===== src/rtl/j_sinerom_arb.sv =====
`default_nettype none
// ============================================================================
// Module : j_sinerom_arb
// Round-robin arbiter sharing the 1024x16 sine ROM between the DSP and host
// read ports, with a fixed-latency tag pipeline steering data back to owners.
// Rev    : 1.0  initial release
// ============================================================================
module j_sinerom_arb #(
  parameter int ROM_LAT = 1,
  parameter bit SIGNX   = 1'b1
) (
  input  logic        sys_clk,
  input  logic        reset,
  input  logic        dsp_req,
  input  logic [9:0]  dsp_addr,
  output logic        dsp_ack,
  output logic [31:0] dsp_data,
  input  logic        host_req,
  input  logic [9:0]  host_addr,
  output logic        host_ack,
  output logic [31:0] host_data,
  output logic        rom_en,
  output logic [9:0]  rom_a,
  input  logic [15:0] rom_q,
  output logic        busy
);

  localparam int NSTG = ROM_LAT + 1;

  typedef enum logic {
    OWN_DSP  = 1'b0,
    OWN_HOST = 1'b1
  } owner_e;

  owner_e          rr_q, rr_d;
  logic            rom_en_q, rom_en_d;
  logic [9:0]      rom_a_q, rom_a_d;
  logic [NSTG-1:0] tag_vld_q, tag_vld_d;
  logic [NSTG-1:0] tag_host_q, tag_host_d;
  logic            dsp_ack_q, dsp_ack_d;
  logic            host_ack_q, host_ack_d;
  logic [31:0]     dsp_data_q, dsp_data_d;
  logic [31:0]     host_data_q, host_data_d;

  logic            w_dsp_inflt, w_host_inflt;
  logic            w_dsp_elig, w_host_elig;
  logic            w_gnt_vld, w_gnt_host;
  logic            w_out_vld, w_out_host;
  logic [31:0]     w_rom_ext;

  // Tag owner bit: 1 = host, 0 = DSP.
  assign w_dsp_inflt  = |(tag_vld_q & ~tag_host_q);
  assign w_host_inflt = |(tag_vld_q &  tag_host_q);

  assign w_dsp_elig   = dsp_req  & ~w_dsp_inflt  & ~dsp_ack_q;
  assign w_host_elig  = host_req & ~w_host_inflt & ~host_ack_q;

  assign w_out_vld    = tag_vld_q[ROM_LAT];
  assign w_out_host   = tag_host_q[ROM_LAT];

  generate
    if (SIGNX) begin : g_signx
      assign w_rom_ext = {{16{rom_q[15]}}, rom_q};
    end else begin : g_zero
      assign w_rom_ext = {16'h0000, rom_q};
    end
  endgenerate

  // Grant decision; rr only moves when both sides contend.
  always_comb begin
    w_gnt_vld  = 1'b0;
    w_gnt_host = 1'b0;
    rr_d       = rr_q;
    if (w_dsp_elig && w_host_elig) begin
      w_gnt_vld  = 1'b1;
      w_gnt_host = (rr_q == OWN_HOST);
      rr_d       = (rr_q == OWN_HOST) ? OWN_DSP : OWN_HOST;
    end else if (w_dsp_elig) begin
      w_gnt_vld  = 1'b1;
    end else if (w_host_elig) begin
      w_gnt_vld  = 1'b1;
      w_gnt_host = 1'b1;
    end
  end

  always_comb begin
    rom_en_d    = w_gnt_vld;
    rom_a_d     = rom_a_q;
    if (w_gnt_vld) begin
      rom_a_d   = w_gnt_host ? host_addr : dsp_addr;
    end
    tag_vld_d   = {tag_vld_q[NSTG-2:0], w_gnt_vld};
    tag_host_d  = {tag_host_q[NSTG-2:0], w_gnt_host};
    dsp_ack_d   = w_out_vld & ~w_out_host;
    host_ack_d  = w_out_vld &  w_out_host;
    dsp_data_d  = dsp_ack_d  ? w_rom_ext : dsp_data_q;
    host_data_d = host_ack_d ? w_rom_ext : host_data_q;
  end

  always_ff @(posedge sys_clk or posedge reset) begin
    if (reset) begin
      rr_q        <= OWN_DSP;
      rom_en_q    <= 1'b0;
      rom_a_q     <= 10'd0;
      tag_vld_q   <= '0;
      tag_host_q  <= '0;
      dsp_ack_q   <= 1'b0;
      host_ack_q  <= 1'b0;
      dsp_data_q  <= 32'd0;
      host_data_q <= 32'd0;
    end else begin
      rr_q        <= rr_d;
      rom_en_q    <= rom_en_d;
      rom_a_q     <= rom_a_d;
      tag_vld_q   <= tag_vld_d;
      tag_host_q  <= tag_host_d;
      dsp_ack_q   <= dsp_ack_d;
      host_ack_q  <= host_ack_d;
      dsp_data_q  <= dsp_data_d;
      host_data_q <= host_data_d;
    end
  end

  assign rom_en    = rom_en_q;
  assign rom_a     = rom_a_q;
  assign dsp_ack   = dsp_ack_q;
  assign dsp_data  = dsp_data_q;
  assign host_ack  = host_ack_q;
  assign host_data = host_data_q;
  assign busy      = |tag_vld_q;

endmodule
`default_nettype wire


===== config.mk =====
export PLATFORM = sky130hd
export DESIGN_NAME = j_sinerom_arb
export DESIGN_NICKNAME = d
export VERILOG_FILES = /design/src/rtl/j_sinerom_arb.sv
export SDC_FILE = /design/constraint.sdc
export NUM_CORES = 1
export LEC_CHECK = 0
export BUFFER_PORTS_ARGS = -buffer_cell sky130_fd_sc_hd__buf_2
export CAP_MARGIN = 20
export CORE_ASPECT_RATIO = 1.5
export CORE_UTILIZATION = 32
export CTS_BUF_LIST = sky130_fd_sc_hd__clkbuf_16
export DETAILED_ROUTE_END_ITERATION = 8
export PLACE_DENSITY_LB_ADDON = 0.3
export SLEW_MARGIN = 25
export SYNTH_ARGS = -nofsm -noshare
export SYNTH_HDL_FRONTEND = slang
export SYNTH_SLANG_ARGS = --single-unit
export TNS_END_PERCENT = 5

===== constraint.sdc =====
create_clock -name sys_clk -period 3.45 [get_ports sys_clk]
set_clock_uncertainty 0.15 [all_clocks]
set_input_delay 0.5175 -clock sys_clk [delete_from_list [all_inputs] [get_ports sys_clk]]
set_output_delay 0.5175 -clock sys_clk [all_outputs]
set_load 0.005 [all_outputs]

Yosys cells after proc, flatten, opt, wreduce, memory -nomap -nowiden --
Index checks and enable logic that the tools add are counted. Widths: inputs -> output; s select.
Cells by class: add/sub/neg operators 0, multiply operators 0, div/mod/pow operators 0, $lt $le $gt $ge 0, eq/ne operators 0, shift operators 0, muxes and demuxes 7, bitwise logic cells 14, reduce and logical (&&, ||, !) cells 4
Operators with widths (count):
- $mux 10 | 1
- $and 1x1->1 | 6
- $mux 1 | 6
- $reduce_or 2->1 | 3
- $not 1->1 | 5
- $and 2x2->2 | 2
- $not 2->2 | 1
- $logic_and 1x1->1 | 1
Word-level totals: register bits after elaboration 50, latch bits 0, RAM bits 0, bits in read-only memories 0, input port bits 40, output and inout port bits 78, word-level logic and storage cells 34, memories 0

Logic depth before layout (Yosys ltp) --
depth after elaboration 9, mapped depth 6

Worst setup path before layout --
OpenSTA, ideal clock, no wires.
path kind input-to-reg, start input port dsp_req, end register rom_a_q[0] (netlist: rom_a[0]), arrival 1345 ps, slack 1832 ps, cell stages on the path 5, cells stage by stage nor2b_1 > and4_4 > buf_6 > or3_1 > o221a_2
Between the ends: word-level cells in the longest chain between the ends 5
Ends and longest elaborated chain:
- from (decl) | RTL line 14 | input logic dsp_req,
- $and 1x1->1 (*) (2 in series) | RTL line 55 | assign w_dsp_elig = dsp_req & ~w_dsp_inflt & ~dsp_ack_q;
- $mux 1 / $logic_and 1x1->1 (equally long branches) | RTL line 78, 74
- $mux 1 | RTL line 74 | if (w_dsp_elig && w_host_elig) begin
- $mux 10 | RTL line 90 | rom_a_d = w_gnt_host ? host_addr : dsp_addr;
- to (signal assigned) | RTL line 114 | rom_a_q <= rom_a_d;
- to (decl) | RTL line 37 | logic [9:0] rom_a_q, rom_a_d;
Every way passes the cells marked *; elsewhere a longest branch is shown, timed or not. A chain may end at the register's enable or synchronous reset.

Worst setup path in the final report --
start register tag_vld_q[1], end register rom_a_q[1] (netlist: rom_a[1])
Between the ends: word-level cells in the longest chain between the ends 9
Ends and longest elaborated chain:
- from (decl) | RTL line 38 | logic [NSTG-1:0] tag_vld_q, tag_vld_d;
- from (signal assigned) | RTL line 115 | tag_vld_q <= tag_vld_d;
- $and 2x2->2 | RTL line 53 | assign w_host_inflt = |(tag_vld_q & tag_host_q);
- $reduce_or 2->1 | RTL line 53
- $not 1->1 | RTL line 56 | assign w_host_elig = host_req & ~w_host_inflt & ~host_ack_q;
- $and 1x1->1 (2 in series) | RTL line 56
- $mux 1 | RTL line 80 | end else if (w_host_elig) begin
- $mux 1 | RTL line 78 | end else if (w_dsp_elig) begin
- $mux 1 | RTL line 74
- $mux 10 | RTL line 90
Parallel ways exist; a longest one is shown, timed or not.

==> out/results.tsv <==
stage	metric	value	unit
synth	cell area after technology mapping	0.00217	mm²
cells_and_area	layout net count	315	
cts	count of clock tree sinks	49	
pwr	clock share of power	19.8	%
floorplanning	row count	36	
timing	Achievable Freq	461	MHz
synth	post-synthesis register bit count	49	
cts	number of levels the H-tree was split into	2	
global_routing	GRT Overall Usage	13.3	%
timing	relative slew slack	49.4	%
floorplanning	CORE AREA	0.00653	mm²
drt	WL final	4730	µm
global_routing	vias in the first global route	1460	
drt	detail-routed via count per cell	4.47	
setup_path	launching element type of the critical path	register	
floorplanning	I/O pin cnt	118	
synth	average size of a mapped cell	11.4	µm²
cells_and_area	share of the core filled with cells	41.8	%
placed_design	half-perimeter wire length after placement	3370	µm
timing	setup repair after global routing missed its margin	no	
cts	total clock buffers created by CTS	5	
timing	post-layout minimum cycle time	2.17	ns
cells_and_area	most used cells in the layout excluding fill and tap cells	buf_2 (117), nand2_1 (50), dfrtp_1 (49)	
floorplanning	Die H	103	µm
pwr	Net Sw Frac	33.9	%
min_path	worst min-delay path class	primary input to asynchronous set/reset pin	
synth	sequential share of the synthesized area	56.5	%
synth	count of cell types in the netlist	23	
pwr	Final Power	2730	µW
setup_path	critical path cell sequence	nand2_2, nand4b_2, nand2_1, o221a_2	
setup_path	minimum setup slack among reg-to-reg paths	1.28	ns
cells_and_area	share of layout cells above drive strength 1	56.2	%
setup_path	required time at the worst-slack endpoint	3.52	ns
timing	count of final hold-check violations	0	
setup_path	depth of the worst register-to-register path	4	
cells_and_area	Syn-to-layout area delta	25.9	%
setup_path	critical register-to-register path endpoint	rom_a[1]$_DFFE_PP0P_	
cts	post-CTS clock slew at the launch and capture registers of the worst setup and hold paths	0.06	ns
synth	gate count of the mapped netlist	190	
placed_design	PortBufs	117	
setup_path	type of destination of the critical path	register	
drt	routed length per placed instance	13.4	µm
flow_run	Max Cap Viol	0	
setup_path	CP Class	register to register	
pwr	portion of total power attributed to combinational logic	41.9	%
cts	root buffer selected by CTS	clkbuf_16	
cts	worst skew pair latency	0.28	ns
setup_path	WP buf/inv	0	
cells_and_area	Layout Cells excl Fill	352	
setup_path	CP top delay family	simple AND/OR/NAND/NOR gates	
drt	vias after detailed routing	1574	
setup_path	worst r2r src	tag_vld_q[1]$_DFF_PP0_	
timing	setup_tns	0	ns
setup_path	slowest stage cell, crit path	nand2_1	
floorplanning	initial standard-cell utilization of the core	33.2	%
drt	1st-iter DRT viols	67	
timing	setup violators final	0	
global_routing	GRT overflow	0	
cells_and_area	most common cell after layout, fill and taps aside	buf_2	
global_routing	number of antenna violations at the first check in global routing	0	
setup_path	crit-path max cell delay	0.48	ns
pwr	internal power of the cells	1800	µW
placed_design	Cell Count Post-Placement	344	
setup_path	Critical Path AT	2.24	ns
cts	count of instances resized after the clock tree is built	0	
cells_and_area	total of fill cells in the finished design	648	
placed_design	routability congestion estimate from global placement	0.703	
pwr	worst-case vdd ir drop	0.392	mV
global_routing	largest net degree at the start of global routing	50	
pwr	register share of total power	38.3	%
floorplanning	die width	69.2	µm
cts	CTS tree	yes	
global_routing	first-pass GRT wire length	7270	µm
cts	buffer levels on the longest clock path	2	
synth	Mapped Nets	230	
drt	antenna-violating nets left	0	
timing	transition time at the pin with the least slew margin	0.759	ns
timing	Final period util	62.9	%
pwr	Static Leakage	0.00145	µW
timing	final slew viol count	0	
cts	cts-stage hold buffer count	0	
floorplanning	area of the die	0.00712	mm²
cts	Post-CTS Setup Inserts	0	
cells_and_area	antenna diode count	0	
drt	Residual DRC	0	
outcome	run status	completed	
synth	number of synthesis warnings	0	
pwr	Cell Pwr Density	999	mW/mm²
drt	total iterations of the first detailed-routing run	4	
pwr	switching power total	924	µW
setup_path	critical-path maximum fanout	18	
==> Yosys cell counts (all sizes together) <==
cell type	number	area, µm²
or3	10	62.6
nand2	51	194
and4	1	11.3
buf	38	282
mux2	16	180
nand2b	1	6.26
clkinv	1	3.75
or2b	1	7.51
nor2	2	7.51
o221a	10	113
nand3	1	5.00
inv	3	11.3
or2	1	6.26
clkbuf	1	3.75
nor2b	1	6.26
dfrtp	49	1230
xnor2	1	8.76
o21bai	1	18.8
nand4b	1	15.0
==> worst reg2reg max path, stage by stage, from the launching register on <==
cell	delay (ns)
dfrtp_1	0.40
nand2_2	0.38
nand4b_2	0.44
nand2_1	0.48
o221a_2	0.26
==> registers in the layout (all words and copies together) (netlist names) <==
register    flops
tag_host_q      2
dsp_ack         1
rom_a          10
tag_vld_q       2
dsp_data       16
host_data      16
rr_q            1
host_ack        1
==> layout make-up <==
class	count	area [µm²]	share of cell area (%)
clock inverter	3	37.5	1.38
multi-input combinational	98	642	23.5
inverter	4	17.5	0.642
sequential	49	1230	44.9
tap	76	95.1	3.48
timing repair buffer	117	586	21.5
clock buffer	5	125	4.59
==> stage by stage <==
stage | setup WS (ns) | cell area [µm²] | hold slack (ns)
floorplan | 1.61 | 2170 | 0.219
global placement | 1.26 | 2560 | 0.260
detailed placement | 1.23 | 2570 | 0.250
CTS | 1.22 | 2730 | 0.196
global route | 1.09 | 2730 | 0.230
finish | 1.28 | 2730 | 0.152
==> cell families (layout without fill, tap and decap cells) <==
kind of cell | after synthesis | in the layout | synth area share, %
simple gates | 70 | 70 | 14.8
buf+inv | 43 | 129 | 13.8
flops | 49 | 49 | 56.5
mux | 16 | 16 | 8.31
compound gates | 11 | 11 | 6.06
xor+xnor | 1 | 1 | 0.404
==> how the worst max path moves through the flow <==
stage | from | end | slack (ns) | cells after the start
3_5_place_dp | tag_vld_q[1]$_DFF_PP0_ | rom_a[1]$_DFFE_PP0P_ | 1.23 | 4
3_3_place_gp | tag_vld_q[1]$_DFF_PP0_ | rom_a[4]$_DFFE_PP0P_ | 1.26 | 4
2_1_floorplan | reset | dsp_ack$_DFF_PP0_ | 1.61 | 1
4_1_cts | tag_vld_q[1]$_DFF_PP0_ | rom_a[1]$_DFFE_PP0P_ | 1.22 | 4
6_report | tag_vld_q[1]$_DFF_PP0_ | rom_a[1]$_DFFE_PP0P_ | 1.28 | 4
5_1_grt | tag_vld_q[1]$_DFF_PP0_ | dsp_data[1]$_DFFE_PP0P_ | 1.09 | 4
==> metal layers <==
metal	GRT usage (%)	up-vias	wire length, µm
li1	-	768	-
met2	23.1	47	2460
met5	0	-	0
met4	6.59	0	74
met1	15.5	755	1970
met3	3.03	4	227
==> power by group through the flow <==
stage | logic [µW] | registers (µW) | clock network, µW
finish | 1140 | 1040 | 541
global route | 1290 | 1090 | 574
CTS | 1170 | 1050 | 555
detailed placement | 1170 | 1060 | 0
global placement | 1150 | 1050 | 0
floorplan | 852 | 1070 | 0
(Power assumes the default switching activity.)
